<file path="src/rtl/hazard_ctl.sv">
// hazard_ctl -- pipeline hazard controller (stall / flush / bubble / issue).
//
// Tracks one pending-write bit per GP register (and per SR register when
// HAZARD_SR_TRACK_EN is defined). An ID instruction that touches a busy
// register is stalled until the matching writeback retires. A taken branch
// flushes IF/ID for the branch cycle plus FLUSH_CYCLES cycles. A stall that
// lasts STALL_TIMEOUT cycles is treated as a deadlock: all pending bits are
// dropped and ow_deadlock pulses once.
//
// Optional feature macro: HAZARD_SR_TRACK_EN (SR pending bits + SR hazards).
//
// Ports
//   iw_clk, iw_rst                  clock, synchronous active-high reset
//   iw_id_valid                     ID latch holds a real instruction
//   iw_has_src_gp/iw_src_gp         GP source read
//   iw_has_tgt_gp/iw_tgt_gp/_we     GP target read / write
//   iw_has_src_sr/iw_src_sr         SR source read
//   iw_tgt_sr/iw_tgt_sr_we          SR target write
//   iw_branch_taken                 EX resolved a taken branch
//   iw_wb_gp_we/iw_wb_gp            GP writeback
//   iw_wb_sr_we/iw_wb_sr            SR writeback
//   ow_stall/ow_flush/ow_bubble/ow_issue  pipeline control
//   ow_state                        0 RUN, 1 STALL, 2 FLUSH
//   ow_deadlock                     one-cycle pulse on stall timeout
`ifndef SIZE_SRC_GP
`define SIZE_SRC_GP 5
`endif
`ifndef SIZE_TGT_GP
`define SIZE_TGT_GP 5
`endif
`ifndef SIZE_SRC_SR
`define SIZE_SRC_SR 3
`endif
`ifndef SIZE_TGT_SR
`define SIZE_TGT_SR 3
`endif

module hazard_ctl #(
  parameter int unsigned FLUSH_CYCLES  = 2,
  parameter int unsigned STALL_TIMEOUT = 255
) (
  input  logic                    iw_clk,
  input  logic                    iw_rst,
  input  logic                    iw_id_valid,
  input  logic                    iw_has_src_gp,
  input  logic [`SIZE_SRC_GP-1:0] iw_src_gp,
  input  logic                    iw_has_tgt_gp,
  input  logic [`SIZE_TGT_GP-1:0] iw_tgt_gp,
  input  logic                    iw_tgt_gp_we,
  input  logic                    iw_has_src_sr,
  input  logic [`SIZE_SRC_SR-1:0] iw_src_sr,
  input  logic [`SIZE_TGT_SR-1:0] iw_tgt_sr,
  input  logic                    iw_tgt_sr_we,
  input  logic                    iw_branch_taken,
  input  logic                    iw_wb_gp_we,
  input  logic [`SIZE_TGT_GP-1:0] iw_wb_gp,
  input  logic                    iw_wb_sr_we,
  input  logic [`SIZE_TGT_SR-1:0] iw_wb_sr,
  output logic                    ow_stall,
  output logic                    ow_flush,
  output logic                    ow_bubble,
  output logic                    ow_issue,
  output logic [1:0]              ow_state,
  output logic                    ow_deadlock
);

  localparam int unsigned NGP = 1 << `SIZE_TGT_GP;

  typedef enum logic [1:0] {RUN = 2'd0, STALL = 2'd1, FLUSH = 2'd2} state_e;

  state_e         state_q, state_d;
  logic [3:0]     fcnt_q, fcnt_d;
  logic [7:0]     scnt_q, scnt_d;
  logic [NGP-1:0] pend_gp_q, pend_gp_d, busy_gp;
  logic           haz_gp, haz_sr, hazard;

  // Busy = pending and not retiring this very cycle, so issue resumes in the
  // same cycle as the blocking writeback.
  always_comb begin
    busy_gp = pend_gp_q;
    if (iw_wb_gp_we) busy_gp[iw_wb_gp] = 1'b0;
    haz_gp = (iw_has_src_gp && busy_gp[iw_src_gp]) ||
             (iw_has_tgt_gp && busy_gp[iw_tgt_gp]);
  end

`ifdef HAZARD_SR_TRACK_EN
  localparam int unsigned NSR = 1 << `SIZE_TGT_SR;
  logic [NSR-1:0] pend_sr_q, pend_sr_d, busy_sr;

  always_comb begin
    busy_sr = pend_sr_q;
    if (iw_wb_sr_we) busy_sr[iw_wb_sr] = 1'b0;
    haz_sr = (iw_has_src_sr && busy_sr[iw_src_sr]) ||
             (iw_tgt_sr_we  && busy_sr[iw_tgt_sr]);
  end

  always_comb begin
    pend_sr_d = pend_sr_q;
    if (iw_wb_sr_we) pend_sr_d[iw_wb_sr] = 1'b0;
    if (ow_issue && iw_tgt_sr_we) pend_sr_d[iw_tgt_sr] = 1'b1;  // set wins
    if (ow_deadlock) pend_sr_d = '0;
  end

  always_ff @(posedge iw_clk) begin
    if (iw_rst) pend_sr_q <= '0;
    else        pend_sr_q <= pend_sr_d;
  end
`else
  // SR tracking compiled out: the SR inputs are intentionally ignored.
  logic unused_sr;
  assign unused_sr = ^{iw_has_src_sr, iw_src_sr, iw_tgt_sr, iw_tgt_sr_we,
                       iw_wb_sr_we, iw_wb_sr};
  assign haz_sr = 1'b0;
`endif

  assign hazard      = iw_id_valid && (haz_gp || haz_sr);
  assign ow_flush    = (state_q == FLUSH) || iw_branch_taken;
  assign ow_stall    = hazard && !ow_flush;
  assign ow_issue    = iw_id_valid && !ow_stall && !ow_flush;
  assign ow_bubble   = !ow_issue;
  assign ow_state    = state_q;
  // Fires on the stall cycle whose increment would reach the timeout.
  assign ow_deadlock = ow_stall && (({1'b0, scnt_q} + 9'd1) == 9'(STALL_TIMEOUT));

  always_comb begin
    pend_gp_d = pend_gp_q;
    if (iw_wb_gp_we) pend_gp_d[iw_wb_gp] = 1'b0;
    if (ow_issue && iw_tgt_gp_we) pend_gp_d[iw_tgt_gp] = 1'b1;  // set wins
    if (ow_deadlock) pend_gp_d = '0;
  end

  always_comb begin
    scnt_d = scnt_q;
    if (!ow_stall || ow_deadlock) scnt_d = '0;
    else if (scnt_q != 8'hFF)     scnt_d = scnt_q + 8'd1;
  end

  always_comb begin
    state_d = state_q;
    fcnt_d  = fcnt_q;
    if (iw_branch_taken) begin
      state_d = FLUSH;                        // also restarts an active flush
      fcnt_d  = 4'(FLUSH_CYCLES - 1);
    end else if (state_q == FLUSH) begin
      if (fcnt_q == 4'd0) state_d = RUN;
      else                fcnt_d  = fcnt_q - 4'd1;
    end else if (ow_deadlock) begin
      state_d = RUN;                          // pending bits dropped: nothing blocks
    end else if (hazard) begin
      state_d = STALL;
    end else begin
      state_d = RUN;
    end
  end

  always_ff @(posedge iw_clk) begin
    if (iw_rst) begin
      state_q   <= RUN;
      fcnt_q    <= '0;
      scnt_q    <= '0;
      pend_gp_q <= '0;
    end else begin
      state_q   <= state_d;
      fcnt_q    <= fcnt_d;
      scnt_q    <= scnt_d;
      pend_gp_q <= pend_gp_d;
    end
  end

endmodule

</file>
<file path="config.mk">
export PLATFORM = sky130hd
export DESIGN_NAME = hazard_ctl
export DESIGN_NICKNAME = d
export VERILOG_FILES = /design/src/rtl/hazard_ctl.sv
export SDC_FILE = /design/constraint.sdc
export NUM_CORES = 1
export LEC_CHECK = 0
export CAP_MARGIN = 20
export CORE_MARGIN = 2
export CORE_UTILIZATION = 51
export CTS_CLUSTER_DIAMETER = 30
export DETAILED_ROUTE_END_ITERATION = 8
export PLACE_DENSITY = 0.79
export SETUP_SLACK_MARGIN = 0.02
export SYNTH_ARGS = -nofsm -noshare
export SYNTH_HDL_FRONTEND = slang
export SYNTH_SLANG_ARGS = --single-unit
</file>
<file path="constraint.sdc">
create_clock -name iw_clk -period 3.4 [get_ports iw_clk]
set_input_delay 0.68 -clock iw_clk [delete_from_list [all_inputs] [get_ports iw_clk]]
set_output_delay 0.68 -clock iw_clk [all_outputs]
set_load 0.1 [all_outputs]
</file>
==> impl_metrics.ini <==
[outcome]
status = finished, violations left
violations = setup timing

[finish]
num-fill-cells = 415
design_area_mm2 = 0.00467
layout-drive-gt1-share = 0.364
final_cell_mix = buf_4, dfxtp_1, a211oi_1, nand3_1, o21ai_0
layout_commonest_cell = buf_4
fin_nets = 518
stdcell_count = 558
ff_latch_area_um2 = 922
num_antenna_cells = 0
area_growth_pct = 41.8
multi_input_area_mm2 = 0.00247
fin_util = 0.739

[placed_design]
dp_slack_ps = -556
dp_cells = 535
dp_hpwl_mm = 7.64
gp_congestion = 0.910
port_buffers = 29
place_area_mm2 = 0.00425

[worst_setup_path]
endpoint_kind = output pin
critPathSlowestCell = or4_4
rr_endpoint = pend_gp_q[22]
r2r_slack_ps = 490
cp_data_arrival_time_ps = 2790
cp_slowest_stage_delay_ps = 560
start_kind = primary input
worstReg2RegStart = pend_gp_q[2]
crit_path_cell_trace = clkbuf_4 -> xor2_4 -> a311oi_2 -> a21o_1 -> a221o_1 -> or4_4 -> buf_6 -> nand3_4 -> clkinvlp_4 -> buf_12
required_ps = 2720
crit_path_start = iw_wb_gp[1]
worstPathMaxFanout = 5
rr_worst_depth = 10
path_class = primary input to output pin

[synth]
synth_top_area_cell = dfxtp_1
syn_inst = 387
syn_nets = 425
avgSynthCellArea_um2 = 8.51
synth_area_mm2 = 0.00329
ys_seq_area_frac = 0.280
synth_edf_count = 0
synth_cell_types = 59
yosysTopAreaCellShare = 0.280
yosysWarnings = 0
synth_async_sr_flop_share = 0
synthFlopType = dfxtp_1
ys_top_cells_by_area = dfxtp_1, a211oi_1, o21ai_0
ys_ff_latch = 46

[clock_tree]
cts_sinks = 46
clk_path_buf_depth = 2
holdBufCountCts = 0
cts_root_buffer = clkbuf_8
cts_buffers = 5
clk_pin_slew_worst_paths_ps = 90
cts.htree.levels = 2
clk_latency_ps = 320
cts_tree = done

[timing]
rsz0062_at_grt = true
finalCritPeriodShare = 1.02
final.setup_skew_ps = 11.8
slew_viol_final = 0
max-slew-margin-rel = 0.342
finalSetupViolCount = 3
hold_violations = 0
min_period_ps = 3470
setup_tns_ps = -164
hold-worst-slack_ps = 505
final.setup.worst_slack_ps = -68.8
worst_pin_slew_ps = 984
fmaxAchievable_ghz = 0.288

[min_path]
hp-start = pend_gp_q[5]
holdPathStages = 2
worstHoldPathType = flop to flop
hold_end = pend_gp_q[5]

[job]
cap_viol_max_count = 0

[detailed_routing]
wl_per_cell_um = 20.2
wl_mm = 11.3
antenna_left = 0
drt-pass1-iter-count = 8
routed.top_layer = met4
dr_wl_met3_mm = 1.07
dr_wl_met2_mm = 5.44
num_vias = 3750
wl_met1_mm = 4.25
avgViaCountPerCell = 6.72
drtIter0Drc = 413
drcViolationCount = 0

[pwr]
leakage_nw = 1.67
power.total_mw = 1.31
vdd_ir_drop_max_mv = 0.228
powerDensity_mw_per_mm2 = 281

[grt]
grt_pass1_vias = 3674
grt_usage = 0.308
grt_pass1_wl_mm = 17.8
grt_overflow = 0
antenna_found_initial = 0
grt_max_degree = 33

[floorplan]
die_w_um = 84.3
die_height_um = 84.3
dieArea_mm2 = 0.00711
io-pin-count = 42
core-area_mm2 = 0.00631
initial_core_util = 0.521
rows = 29
-- critical path, delay by kind of cell --
kind / cells / cell delay (ps)
and+or+nand+nor: 2 / 660
AOI/OAI and AO/OA: 3 / 620
buffers and inverters: 4 / 610
xor gates and xnor gates: 1 / 210
-- area by class of cell --
type / instances / area share
inverter: 12 / 0.0110
multi-input combinational: 298 / 0.529
timing repair buffer: 117 / 0.217
sequential: 46 / 0.198
clock inverter: 3 / 0.0102
clock buffer: 5 / 0.0147
tap: 77 / 0.0206
-- per-layer routing --
layer | GRT usage | vias to the layer above
met1 | 0.382 | 1754
met4 | 0.147 | 0
met2 | 0.517 | 245
li1 | - | 1690
met5 | 0 | -
met3 | 0.0570 | 61
-- state kept, by name, indices dropped and copies added (netlist names) --
register / count
fcnt_q: 4
pend_gp_q: 32
scnt_q: 8
ow_state: 2
-- Yosys cell counts (10+ instances only) --
cell and number:
nor3_1 15, mux2i_1 14, nand2_1 15, nand3_1 30, clkbuf_1 17, a211oi_1 38
dfxtp_1 46, buf_2 11, nor2_1 22, o21ai_0 33, nand4_1 11, inv_1 12
nand4b_1 10
-- cell families after synthesis --
logic type               synth area share
AO/OA/AOI/OAI                       0.252
adder cells (fa/ha/maj)            0.0114
flip-flops                          0.280
XOR/XNOR                           0.0449
AND/OR/NAND/NOR                     0.246
multiplexers                        0.111
buffers and inverters              0.0555
-- repair_timing --
action                                  CTS  global route
pin swaps                                12            21
buffers inserted                         14             5
resized for setup                        71            49
endpoints found under the setup margin   31             4
-- power by group --
| group | switching (mW) | internal [mW] | leakage, nW |
|---|---|---|---|
| Clock | 0.211 | 0.224 | 0.0591 |
| Combinational | 0.189 | 0.143 | 1.24 |
| Sequential | 0.00288 | 0.543 | 0.372 |
-- worst max-delay path by stage --
stage                          end  slack, ps  depth (start not counted)
after global routing      ow_issue       -120                          8
after detailed placement  ow_issue       -560                         11
after global placement    ow_issue       -510                         11
after CTS                 ow_issue       -110                         10
final                     ow_issue        -70                         10
after floorplan           ow_issue       -450                          8
No activity file was read; power rests on OpenSTA's default activity.
